**src/rtl/s_axis_cc_adapt_512b.sv**
```systemverilog
// s_axis_cc_adapt_512b
//   Converts legacy 512-bit completer-completion TLPs (3DW PCIe header in
//   DW0-DW2) into the CC descriptor format of the PCIe IP. Completion TLPs
//   (Cpl/CplD/CplLk/CplDLk) get their header rewritten on the first beat and
//   are forwarded. Any other TLP is swallowed, with a one-cycle drop_err pulse.
//   A 2-entry buffer registers the IP-side outputs and absorbs back-pressure.
//
// Ports
//   user_clk, user_reset      clock, synchronous active-high reset
//   s_axis_cc_t*              legacy user-side AXI-Stream (tuser[0] = discontinue)
//   s_axis_cc_t*_a            IP-side AXI-Stream (descriptor + payload, dword keep)
//   s_axis_cc_tready_a[3:0]   IP ready (all bits equal, bit 0 used)
//   drop_err                  pulse after a non-completion TLP is accepted
module s_axis_cc_adapt_512b #(
  parameter int DATA_WIDTH      = 512,
  parameter int KEEP_WIDTH      = DATA_WIDTH / 8,
  parameter bit COMPLETER_ID_EN = 1'b0
) (
  input  logic                  user_clk,
  input  logic                  user_reset,
  input  logic [DATA_WIDTH-1:0] s_axis_cc_tdata,
  input  logic [KEEP_WIDTH-1:0] s_axis_cc_tkeep,
  input  logic                  s_axis_cc_tlast,
  input  logic [3:0]            s_axis_cc_tuser,
  input  logic                  s_axis_cc_tvalid,
  output logic                  s_axis_cc_tready,
  output logic [DATA_WIDTH-1:0] s_axis_cc_tdata_a,
  output logic [15:0]           s_axis_cc_tkeep_a,
  output logic                  s_axis_cc_tlast_a,
  output logic [80:0]           s_axis_cc_tuser_a,
  output logic                  s_axis_cc_tvalid_a,
  input  logic [3:0]            s_axis_cc_tready_a,
  output logic                  drop_err
);

  typedef enum logic [1:0] {
    ST_SOP  = 2'd0,
    ST_FWD  = 2'd1,
    ST_DROP = 2'd2
  } state_e;

  state_e                state_q;
  logic                  drop_err_q;
  logic                  tready_q;
  logic [DATA_WIDTH-1:0] data_q [2];
  logic [15:0]           keep_q [2];
  logic                  last_q [2];
  logic [80:0]           user_q [2];
  logic                  wr_ptr_q;
  logic                  rd_ptr_q;
  logic [1:0]            count_q;
  logic [1:0]            count_d;

  logic                  accept_s;
  logic                  is_cpl_s;
  logic                  push_s;
  logic                  pop_s;
  logic                  stay_drop_s;
  logic [95:0]           desc_s;
  logic [DATA_WIDTH-1:0] wr_data_s;
  logic [15:0]           keep_a_s;
  logic [3:0]            eop_ptr_s;
  logic [80:0]           wr_user_s;
  logic                  unused_s;

  assign unused_s = ^{s_axis_cc_tuser[3:1], s_axis_cc_tready_a[3:1], s_axis_cc_tkeep};

  assign accept_s = s_axis_cc_tvalid & tready_q;
  assign is_cpl_s = (s_axis_cc_tdata[31:24] == 8'h0A) | (s_axis_cc_tdata[31:24] == 8'h4A) |
                    (s_axis_cc_tdata[31:24] == 8'h0B) | (s_axis_cc_tdata[31:24] == 8'h4B);
  // Only completion SOP beats and their continuation beats take buffer slots.
  assign push_s   = accept_s & ((state_q == ST_FWD) | ((state_q == ST_SOP) & is_cpl_s));
  assign pop_s    = s_axis_cc_tvalid_a & s_axis_cc_tready_a[0];

  // Legacy 3DW completion header -> CC descriptor
  always_comb begin
    desc_s        = 96'd0;
    desc_s[6:0]   = s_axis_cc_tdata[70:64];
    desc_s[28:16] = (s_axis_cc_tdata[43:32] == 12'd0) ? 13'h1000 : {1'b0, s_axis_cc_tdata[43:32]};
    desc_s[29]    = (s_axis_cc_tdata[28:24] == 5'b01011);
    desc_s[42:32] = (s_axis_cc_tdata[9:0] == 10'd0) ? 11'd1024 : {1'b0, s_axis_cc_tdata[9:0]};
    desc_s[45:43] = s_axis_cc_tdata[47:45];
    desc_s[46]    = s_axis_cc_tdata[14];
    desc_s[63:48] = s_axis_cc_tdata[95:80];
    desc_s[71:64] = s_axis_cc_tdata[79:72];
    desc_s[87:72] = s_axis_cc_tdata[63:48];
    desc_s[88]    = COMPLETER_ID_EN;
    desc_s[91:89] = s_axis_cc_tdata[22:20];
    desc_s[94:92] = {1'b0, s_axis_cc_tdata[13:12]};
  end

  // Dword keep, end-of-packet pointer and sideband for the incoming beat
  always_comb begin
    keep_a_s  = 16'd0;
    eop_ptr_s = 4'd0;
    for (int i = 0; i < 16; i++) begin
      keep_a_s[i] = s_axis_cc_tkeep[4*i];
    end
    // Ascending scan: the last set bit seen wins, giving the highest index.
    for (int i = 0; i < 16; i++) begin
      eop_ptr_s = keep_a_s[i] ? 4'(i) : eop_ptr_s;
    end
    wr_user_s       = 81'd0;
    wr_user_s[0]    = (state_q == ST_SOP);
    wr_user_s[6]    = s_axis_cc_tlast;
    wr_user_s[11:8] = s_axis_cc_tlast ? eop_ptr_s : 4'd0;
    wr_user_s[16]   = s_axis_cc_tuser[0];
    wr_data_s       = (state_q == ST_SOP) ? {s_axis_cc_tdata[DATA_WIDTH-1:96], desc_s}
                                          : s_axis_cc_tdata;
  end

  // Buffer occupancy and whether the FSM will be discarding next cycle
  always_comb begin
    case ({push_s, pop_s})
      2'b10:   count_d = count_q + 2'd1;
      2'b01:   count_d = count_q - 2'd1;
      default: count_d = count_q;
    endcase
    if (accept_s) begin
      stay_drop_s = ~s_axis_cc_tlast & ((state_q == ST_DROP) | ((state_q == ST_SOP) & ~is_cpl_s));
    end else begin
      stay_drop_s = (state_q == ST_DROP);
    end
  end

  // Packet FSM, drop pulse and registered user-side ready
  always_ff @(posedge user_clk) begin
    if (user_reset) begin
      state_q    <= ST_SOP;
      drop_err_q <= 1'b0;
      tready_q   <= 1'b0;
    end else begin
      drop_err_q <= accept_s & (state_q == ST_SOP) & ~is_cpl_s;
      // Discarding never fills the buffer, so ready stays up while dropping.
      tready_q   <= stay_drop_s | (count_d != 2'd2);
      case (state_q)
        ST_SOP: begin
          if (accept_s && !s_axis_cc_tlast) begin
            state_q <= is_cpl_s ? ST_FWD : ST_DROP;
          end
        end
        ST_FWD, ST_DROP: begin
          if (accept_s && s_axis_cc_tlast) begin
            state_q <= ST_SOP;
          end
        end
        default: state_q <= ST_SOP;
      endcase
    end
  end

  // Buffer pointers and occupancy
  always_ff @(posedge user_clk) begin
    if (user_reset) begin
      wr_ptr_q <= 1'b0;
      rd_ptr_q <= 1'b0;
      count_q  <= 2'd0;
    end else begin
      count_q <= count_d;
      if (push_s) begin
        wr_ptr_q <= ~wr_ptr_q;
      end
      if (pop_s) begin
        rd_ptr_q <= ~rd_ptr_q;
      end
    end
  end

  // Buffer storage: forwarded beats land in the slot at the write pointer
  always_ff @(posedge user_clk) begin
    if (user_reset) begin
      for (int i = 0; i < 2; i++) begin
        data_q[i] <= {DATA_WIDTH{1'b0}};
        keep_q[i] <= 16'd0;
        last_q[i] <= 1'b0;
        user_q[i] <= 81'd0;
      end
    end else if (push_s) begin
      data_q[wr_ptr_q] <= wr_data_s;
      keep_q[wr_ptr_q] <= keep_a_s;
      last_q[wr_ptr_q] <= s_axis_cc_tlast;
      user_q[wr_ptr_q] <= wr_user_s;
    end
  end

  // Head slot drives the IP side; it cannot change until it is popped.
  assign s_axis_cc_tvalid_a = (count_q != 2'd0);
  assign s_axis_cc_tdata_a  = data_q[rd_ptr_q];
  assign s_axis_cc_tkeep_a  = keep_q[rd_ptr_q];
  assign s_axis_cc_tlast_a  = last_q[rd_ptr_q];
  assign s_axis_cc_tuser_a  = user_q[rd_ptr_q];
  assign s_axis_cc_tready   = tready_q;
  assign drop_err           = drop_err_q;

endmodule

```
**config.mk**
```make
export PLATFORM = sky130hd
export DESIGN_NAME = s_axis_cc_adapt_512b
export DESIGN_NICKNAME = d
export VERILOG_FILES = /design/src/rtl/s_axis_cc_adapt_512b.sv
export SDC_FILE = /design/constraint.sdc
export NUM_CORES = 1
export LEC_CHECK = 0
export ABC_AREA = 1
export BUFFER_PORTS_ARGS = -buffer_cell sky130_fd_sc_hd__buf_2
export CORE_AREA = 2 2 473 475
export CTS_CLUSTER_DIAMETER = 100
export DETAILED_ROUTE_END_ITERATION = 8
export DIE_AREA = 0 0 475 477
export PLACE_DENSITY = 0.36
export SYNTH_ARGS = -nofsm -noshare
export SYNTH_HDL_FRONTEND = slang
export SYNTH_SLANG_ARGS = --single-unit
```
**constraint.sdc**
```tcl
create_clock -name user_clk -period 34.8 [get_ports user_clk]
set_input_delay 1.74 -clock user_clk [delete_from_list [all_inputs] [get_ports user_clk]]
set_output_delay 1.74 -clock user_clk [all_outputs]
set_load 0.005 [all_outputs]
```
==> results of run 1 <==
[synth_stat cells]
library cell  instances  area, um2
nor4_2                1       12.5
edfxtp_1           1070      32100
xor2_1                2       17.5
buf_4                78        586
nor2_1             1030       3870
o21ai_0              64        320
nor3_1               32        160
nand2_1              83        312
nor4_1                7       43.8
o22ai_1               1       6.26
a31oi_1               1       6.26
nand4_1               3       18.8
a22oi_1               1       7.51
ha_1                  4       50.1
mux2_2              535       6020
nand3_1              10       50.1
mux2i_1              24        240
buf_2                30        150
dfxtp_1               9        180
inv_1               485       1820
a21oi_1               7       35.0
conb_1                1       3.75
clkbuf_1            104        390
or2_2                 1       6.26
buf_6                46        518
clkinv_1              1       3.75
a21oi_4               1       16.3
nor2_2               10       62.6
buf_1                14       52.6
[worst min path at each step]
stage	start	slack (ns)	depth (start not counted)	endpoint
detailed placement	rd_ptr_q$_SDFFE_PP0P_	0.43	1	register
finish	rd_ptr_q$_SDFFE_PP0P_	0.45	1	register
floorplan	rd_ptr_q$_SDFFE_PP0P_	0.43	1	register
CTS	rd_ptr_q$_SDFFE_PP0P_	0.44	1	register
global route	rd_ptr_q$_SDFFE_PP0P_	0.46	1	register
global placement	rd_ptr_q$_SDFFE_PP0P_	0.43	1	register
[report_power, final]
part           leakage, nW  switching (mW)  internal [mW]  total (mW)
Sequential            11.1          0.0182           1.50        1.52
Combinational         12.7           0.309          0.198       0.507
Clock                 2.04           0.580          0.770        1.35
Total                 25.9           0.907           2.47        3.38
[cells in the final DEF, fill, tap and decap left out, drive strengths merged, types with 37 or more instances in the layout]
| cell type | n |
|---|---|
| conb | 74 |
| mux2 | 535 |
| nor2 | 1040 |
| buf | 1115 |
| diode | 37 |
| clkinv | 55 |
| edfxtp | 1070 |
| o21ai | 64 |
| inv | 494 |
| nand2 | 83 |
| clkbuf | 185 |
[area by class of cell]
class,count,share of cell area
clock inverters,66,0.00748
multi-input cells,1891,0.195
well taps,2975,0.0625
clock buffers,185,0.0631
diodes,37,0.00156
repair buffers,1115,0.0970
flip-flops and latches,1079,0.543
inverters,486,0.0306
[cells by family (layout without fill, tap and decap cells)]
family | Yosys count | count (layout) | share of synthesized area
simple gates | 1177 | 1177 | 0.0962
flops | 1079 | 1079 | 0.686
buf+inv | 758 | 1852 | 0.0748
mux | 559 | 559 | 0.133
compound gates | 75 | 75 | 0.00832
fa+ha+maj | 4 | 4 | 0.00106
xor+xnor | 2 | 2 | 0.000372
other cells | 1 | 111 | 0.0000796
[state kept, by name (all words and copies together) (netlist names), named ones only]
signal and cells:
data_q 1024, keep_q 32, user_q 14, count_q 2
state_q 2, drop_err 1, rd_ptr_q 1, s_axis_cc_tready 1
wr_ptr_q 1
[stage by stage]
stage / power, mW / hold WS (ns) / setup slack, ns / util
global placement: 2.07 / 0.426 / 26.65 / 0.249
detailed placement: 2.07 / 0.428 / 26.74 / 0.249
floorplan: 1.85 / 0.426 / 19.51 / -
global route: 3.53 / 0.461 / 26.98 / 0.269
finish: 3.38 / 0.452 / 27.37 / 0.269
CTS: 3.45 / 0.440 / 27.12 / 0.268
[per-layer routing]
metal	vias up	global-route usage	wire (um)
met1	15100	0.162	65000
met2	1020	0.240	81500
met3	299	0.0534	14100
met4	52	0.0436	4700
li1	14300	-	-
met5	-	0	331
==> out/metrics.cfg, run 1 <==
[setup_path]
crit_type = register to primary output
cp_num_cells = 6
end_kind = primary output
cp_top_family = buffers and inverters
path_cells = buf_4, buf_4, buf_4, buf_4, mux2_2, buf_2
r2r-start = state_q[0]$_SDFFE_PP0P_
worstPathMaxFanout = 59
crit_path_end = s_axis_cc_tdata_a[174]
crit_top_cell = buf_4
cp_slowest_stage_delay_ns = 0.86
critPathArrivalTime_ns = 5.69
cp.required_ns = 33.06
critPathSlowestCell = buf_4
worstReg2RegEnd = data_q[0][205]$_SDFFCE_PN0P_
reg2regPathDepth = 10
start_kind = register
reg2reg_slack_ns = 28.50
worst-path-buf-inv = 5

[cells_and_area]
stdcell_count = 7834
final_layout_size_suffix_gt1_frac = 0.383
final_area_um2 = 59500
multi_input_area_um2 = 11600
num-nets-final = 5304
ff_latch_area_um2 = 32300
nFillCells = 23500
syn2layout_area_growth_pct = 26.4

[timing]
post-route-period-util = 0.214
worst_pin_slew_ns = 1.19
hold_violations = 0
tns_ns = 0
rsz0062_at_grt = no
finalClockSkew_ns = 0.0261
min_period_ns = 7.43
maxSlewViolCount = 0
timing.fmax_mhz = 135
setup_viol = 0
maxSlewHeadroom = 0.206

[placement]
portBuffers = 1072
dp_cells = 7546
place_area_um2 = 55200
dpl.hpwl_um = 112000
gp_congestion = 0.761

[die]
die_area_um2 = 227000
core_um2 = 221000
io_pins = 1201
die_h_um = 477
num_rows = 173
die_w_um = 475
start_util = 0.213

[synth]
synth.cell_area_um2 = 47100
ys_seq_area_frac = 0.686
syn_inst = 3655
yosysWarnings = 0
synth.avg_cell_area_um2 = 12.9
ys_ff_latch = 1079
synth_cell_types = 29

[clocking]
cts_resized = 0
ctsHoldBuffers = 0
h-tree-depth = 4
cts_sinks = 1079
cts-root-buf = clkbuf_16
clock_latency_ns = 0.77
cts_tree = yes
cts_made_buffers = 139
path_clk_slew_ns = 0.05
post_cts_buffers = 0
clockBufferDepth = 3

[global_route]
grt_usage = 0.141
overflow = 0
grt_start_max_net_pins = 154
antenna_found_initial = 93
grt_pass1_wl_um = 230000
grt_pass1_vias = 30900

[pwr]
peakVddDrop_mv = 0.0433
power_density_nw_per_um2 = 56.7
leakage_nw = 25.9

[detailed_routing]
drc = 0
routed-via-count = 30700
routed_wl_um = 166000
wl_per_cell_um = 21.2
dr.pass1.iters = 5
routed_via_density = 3.92
initialDrtViolationCount = 1537
drtAntennaViolNets = 0

[worst_hold_path]
min_path_type = register to register

[status]
status = complete, no violations

[run]
cap_violations = 0

No activity file was read; power rests on OpenSTA's default activity.
==> inputs of run 2 (changes only) <==
Clock period 34.8 ns to 7.45 ns, I/O delays scaled along.
==> run 2 against run 1 <==
  * Non-clock buffer count increased by 495
  * Critical endpoint is now data_q[0][232]$_SDFFCE_PN0P_
  * Wire length is 2.6% higher
  * Flip-flop and latch count unchanged
  * Utilization grew 2.2 points
  * Clock skew down 0.0020 ns
  * Total power grew to 4.8 times the previous value
  * Die area unchanged
==> out/metrics.cfg, run 2 (synthesized netlist as in run 1, its figures left out) <==
[cells_and_area]
num-nets-final = 5799
top_regs = data_q: 1024 flops, keep_q: 32 flops, user_q: 14 flops
layout_commonest_cell = buf_2
fin_util = 0.291
syn2layout_area_growth_pct = 36.9
final_layout_size_suffix_gt1_frac = 0.348
layout_common_cells = buf_2, edfxtp_1, nor2_1
final_area_um2 = 64500
top_register = data_q
stdcell_count = 8299
largest_reg_flops = 1024

[clocking]
cts_tree = yes
cts-root-buf = clkbuf_16
clockBufferDepth = 3
clock_latency_ns = 0.76
cts_made_buffers = 139
cts_sinks = 1079
path_clk_slew_ns = 0.05
h-tree-depth = 4
cts_resized = 0

[setup_path]
end_kind = register
worst-path-buf-inv = 6
cp_slowest_stage_delay_ns = 0.79
cp_top_family = buffers and inverters
startpoint = user_reset
r2r-start = state_q[0]$_SDFFE_PP0P_
critPathArrivalTime_ns = 4.98
path_cells = dlygate4sd3_1, buf_2, clkinv_1, nand3_4, buf_4, buf_4, buf_12, nor2_1
crit_top_cell = buf_4
worstPathMaxFanout = 139
critPathSlowestCell = nand3_4
crit_type = input port to register
cp.required_ns = 7.92
start_kind = input port

[die]
num_rows = 173
die_w_um = 475
start_util = 0.213
die_area_um2 = 227000
io_pins = 1201
core_um2 = 221000
die_h_um = 477

[pwr]
peakVddDrop_mv = 0.200
power_mw = 16.1
leakage_nw = 28.0
power_density_nw_per_um2 = 249

[global_route]
grt_start_max_net_pins = 140
overflow = 0
grt_pass1_wl_um = 241000
grt_usage = 0.145
antenna_found_initial = 31
grt_pass1_vias = 34000

[timing]
rsz0062_at_grt = no
hold_violations = 0
worst_pin_slew_ns = 0.996
tns_ns = 0
maxSlewViolCount = 0
finalClockSkew_ns = 0.0241
setup_viol = 0
min_period_ns = 4.51
worst_slack_ns = 2.94
hold_slack_ns = 0.0754
maxSlewHeadroom = 0.336
post-route-period-util = 0.605
timing.fmax_mhz = 222

[detailed_routing]
routed_wl_um = 170000
drc = 0
dr.pass1.iters = 5
drtAntennaViolNets = 0
routed-via-count = 32400
routed_via_density = 3.90
wl_per_cell_um = 20.5
initialDrtViolationCount = 1507

[worst_hold_path]
holdCritStartpoint = s_axis_cc_tdata[53]
min_path_type = input port to register

[placement]
portBuffers = 1072
place_ws_ns = 2.67
dp_cells = 7557
gp_congestion = 0.775
dpl.hpwl_um = 117000
place_area_um2 = 55400

[status]
status = complete, no violations

[run]
cap_violations = 0

[run 2: changes by cell type in the layout (fill, tap and decap cells not counted), moves of 3 or more]
| cell | change |
|---|---|
| diode_2 | -17 |
| dlygate4sd3_1 | +484 |
| clkinv_1 | -9 |
| clkinv_2 | -9 |
| bufinv_16 | +3 |
| buf_12 | +8 |
| clkbuf_1 | +6 |
| clkbuf_16 | -3 |
| buf_4 | +3 |
[run 2: power by group]
group          total [mW]  internal, mW  switching, mW
clock                6.33          3.63           2.70
sequential           7.09          7.00         0.0869
combinational        2.66          1.12           1.54
total                16.1          11.8           4.32
[run 2: layer usage]
metal / global-route usage / share of wire / vias up / routed length, um
met4: 0.0468 / 0.030 / 12 / 5110
met2: 0.254 / 0.50 / 972 / 85200
li1: - / - / 15200 / -
met5: 0 / 0.00039 / - / 67
met3: 0.0451 / 0.071 / 234 / 12100
met1: 0.166 / 0.40 / 15900 / 67700
[run 2: area by class of cell]
type	count	area, um2
inverters	486	1820
flip-flops and latches	1079	32300
clock buffers	188	3700
diodes	20	50.0
clock inverters	50	440
repair buffers	1610	10800
fillers	23300	157000
well taps	2975	3720
multi-input cells	1891	11600
[run 2: worst min-delay path: stages]
cell and delay [ns]:
buf_2 0.13, o21ai_0 0.11, nor2_1 0.10
[run 2: path summary, 6_finish.rpt]
check	end	slack, ns	cells after the start
worst max register to register	data_q[0][232]$_SDFFCE_PN0P_	2.94	9
worst min-delay path	data_q[1][53]$_SDFFCE_PN0P_	0.08	3
worst min register to register	register	0.44	1
worst max-delay path	data_q[0][232]$_SDFFCE_PN0P_	2.94	8
[run 2: what timing repair did]
action                                 4_1_cts  5_1_grt
endpoints found under the hold margin      972        0
hold buffers                               484        0
setup buffers                                0        0
==> inputs of run 3 (changes only) <==
Settings changed: ABC_AREA 1 to 0, CORE_AREA 2 2 473 475 to 2 2 461 463, DIE_AREA 0 0 475 477 to 0 0 463 465, PLACE_DENSITY 0.36 to 0.38.
Clock period 7.45 ns to 4.7 ns, I/O delays scaled along.
==> run 3 against run 2 <==
  * Sequential share of layout area down 1.2 points
  * Count of clock-buffer cells in the layout down 7
  * Register-to-register slack worse by 1.1 ns
  * Worst hold slack better by 0.21 ns
  * Clock power up 58%
  * Final cell count down 7.1%
  * First-iteration DRC count down 3.3%
  * Setup slack worse by 1.4 ns
  * Sequential power up 55%
  * Total power up 43%
  * Wire length up 0.39%
  * Largest cell class unchanged
  * Non-clock buffer count up 94
==> out/metrics.cfg, run 3 <==
[synth]
synth_top_family_by_area = multiplexers
synth_top_cell_by_area = edfxtp_1
synth_cell_types = 46
synth.cell_area_um2 = 47500
synthArstFlopShare = 0
ys_ff_latch = 1079
synthTopCellsByArea = edfxtp_1, mux2_2, and2_1, mux2i_1, nor2_1
synth_xor_area_frac = 0.000738
synth-compound-area-share = 0.00403
syn_inst = 3123
yosysWarnings = 0
yosys-top-cells-count = edfxtp_1, and2_1, mux2_2, nor2_1, mux2i_1
ys_seq_area_frac = 0.681
yosysMostFrequentCell = edfxtp_1
synth_simple_gate_area_frac = 0.138
yosys_most_used_dff = edfxtp_1
synth.avg_cell_area_um2 = 15.2
synth_fa_ha_area_frac = 0.00105
synth_top_area_frac = 0.677
synth_mux_area_frac = 0.144
synth_enable_flop_cells = 1070

[cells_and_area]
stdcell_count = 7711
largest_reg_flops = 1024
fin_util = 0.313
layout_commonest_cell = buf_2
top_regs = data_q: 1024 flops, keep_q: 32 flops, user_q: 14 flops
top_register = data_q
num-nets-final = 5370
final_layout_size_suffix_gt1_frac = 0.384
layout_common_cells = buf_2, edfxtp_1, and2_1
syn2layout_area_growth_pct = 39.1

[run]
cap_violations = 0

[timing]
finalClockSkew_ns = 0.0375
rsz0062_at_grt = no
maxSlewHeadroom = 0.318
hold_violations = 0
min_period_ns = 3.21
worst_pin_slew_ns = 1.02
post-route-period-util = 0.682
maxSlewViolCount = 0
setup_viol = 0
timing.fmax_mhz = 312

[detailed_routing]
initialDrtViolationCount = 1457
drtAntennaViolNets = 0
dr.pass1.iters = 5
routed_wl_um = 171000
drc = 0
wl_per_cell_um = 22.1
routed-via-count = 31100
routed_via_density = 4.04

[setup_path]
crit_type = register to primary output
worstPathMaxFanout = 44
critPathArrivalTime_ns = 2.97
cp.required_ns = 4.47
start_kind = register
end_kind = primary output

[placement]
portBuffers = 1072
gp_congestion = 0.808
dpl.hpwl_um = 119000
dp_cells = 6897

[pwr]
peakVddDrop_mv = 0.349
leakage_nw = 26.8
power_density_nw_per_um2 = 349

[worst_hold_path]
min_path_type = input port to register

[die]
io_pins = 1201
die_w_um = 463
num_rows = 169
start_util = 0.225
die_h_um = 465
die_area_um2 = 215000
core_um2 = 211000

[global_route]
grt_pass1_vias = 32100
grt_usage = 0.154
overflow = 0
grt_pass1_wl_um = 240000
grt_start_max_net_pins = 152
antenna_found_initial = 30

[clocking]
cts_made_buffers = 140
cts_tree = yes
cts-root-buf = clkbuf_16
path_clk_slew_ns = 0.06
post_cts_buffers = 0
cts_sinks = 1079
clock_latency_ns = 0.77
clockBufferDepth = 3
h-tree-depth = 4

[status]
status = complete, no violations

## run 3: cell count changes after synthesis, sizes merged, moves of 46 or more
cell   before  now
and2        0  886
buf       168  122
inv       485    6
mux2i      24   79
nand2      83    4
nor2     1040  198
o21ai      64    5
## run 3: final timing paths
path	from	end	slack (ns)	cells past startpoint
max	register	s_axis_cc_tdata_a[107]	1.49	3
min	s_axis_cc_tdata[474]	data_q[1][474]$_SDFFCE_PN0P_	0.28	3
max reg2reg	s_axis_cc_tready$_SDFF_PP0_	data_q[1][191]$_SDFFCE_PN0P_	1.79	5
min reg2reg	state_q[0]$_SDFFE_PP0P_	state_q[0]$_SDFFE_PP0P_	0.51	2
## run 3: logic make-up after synthesis
logic type,after synthesis
multiplexers,614
adder cells (fa/ha/maj),4
buffers and inverters,270
XOR/XNOR,4
AND/OR/NAND/NOR,1124
other,1
flip-flops,1079
AO/OA/AOI/OAI,27
## run 3: report_power, final
| part | switching [mW] | internal, mW | leakage [nW] |
|---|---|---|---|
| Clock | 4.24 | 5.80 | 2.03 |
| Sequential | 0.0749 | 10.9 | 11.1 |
| Combinational | 1.07 | 0.985 | 13.7 |
| Total | 5.38 | 17.7 | 26.8 |
## run 3: layout make-up
| type | count | area (um2) |
|---|---|---|
| flip-flops and latches | 1079 | 32300 |
| fillers | 21500 | 145000 |
| clock buffers | 181 | 3720 |
| inverters | 6 | 22.5 |
| well taps | 2821 | 3530 |
| diodes | 16 | 40.0 |
| repair buffers | 1704 | 11900 |
| multi-input cells | 1847 | 14000 |
| clock inverters | 57 | 464 |
## run 3: what timing repair did
item | CTS | global route
hold buffers | 560 | 0
resized for setup | 0 | 0
hold endpoints to repair | 1074 | 0
## run 3: critical path, stage by stage, from the launching register on
cell and delay [ns]:
dfxtp_4 0.97, buf_4 0.56, mux2_2 0.44, buf_2 0.17
## run 3: routing by layer
metal  GRT usage  part of all wire  routed length [um]  vias to the layer above
met5           0           0.00037                  63                        -
met4      0.0422             0.024                4080                       12
met3      0.0509             0.074               12700                      226
met2       0.267              0.50               85300                     1007
met1       0.180              0.40               68700                    15500
li1            -                 -                   -                    14400
## run 3: through the flow
| step | cell area (um2) | total power, mW | setup TNS (ns) | hold slack, ns | worst slack (ns) |
|---|---|---|---|---|---|
| 6_report | 66000 | 23.0 | 0 | 0.283 | 1.49 |
| 2_1_floorplan | 47800 | 12.0 | -505.88 | 0.409 | -0.530 |
| 5_1_grt | 66000 | 23.9 | 0 | 0.225 | 1.28 |
| 3_3_place_gp | 56200 | 12.8 | 0 | 0.468 | 1.41 |
| 3_5_place_dp | 56200 | 12.8 | 0 | 0.464 | 1.37 |
| 4_1_cts | 66000 | 23.5 | 0 | 0.170 | 1.28 |
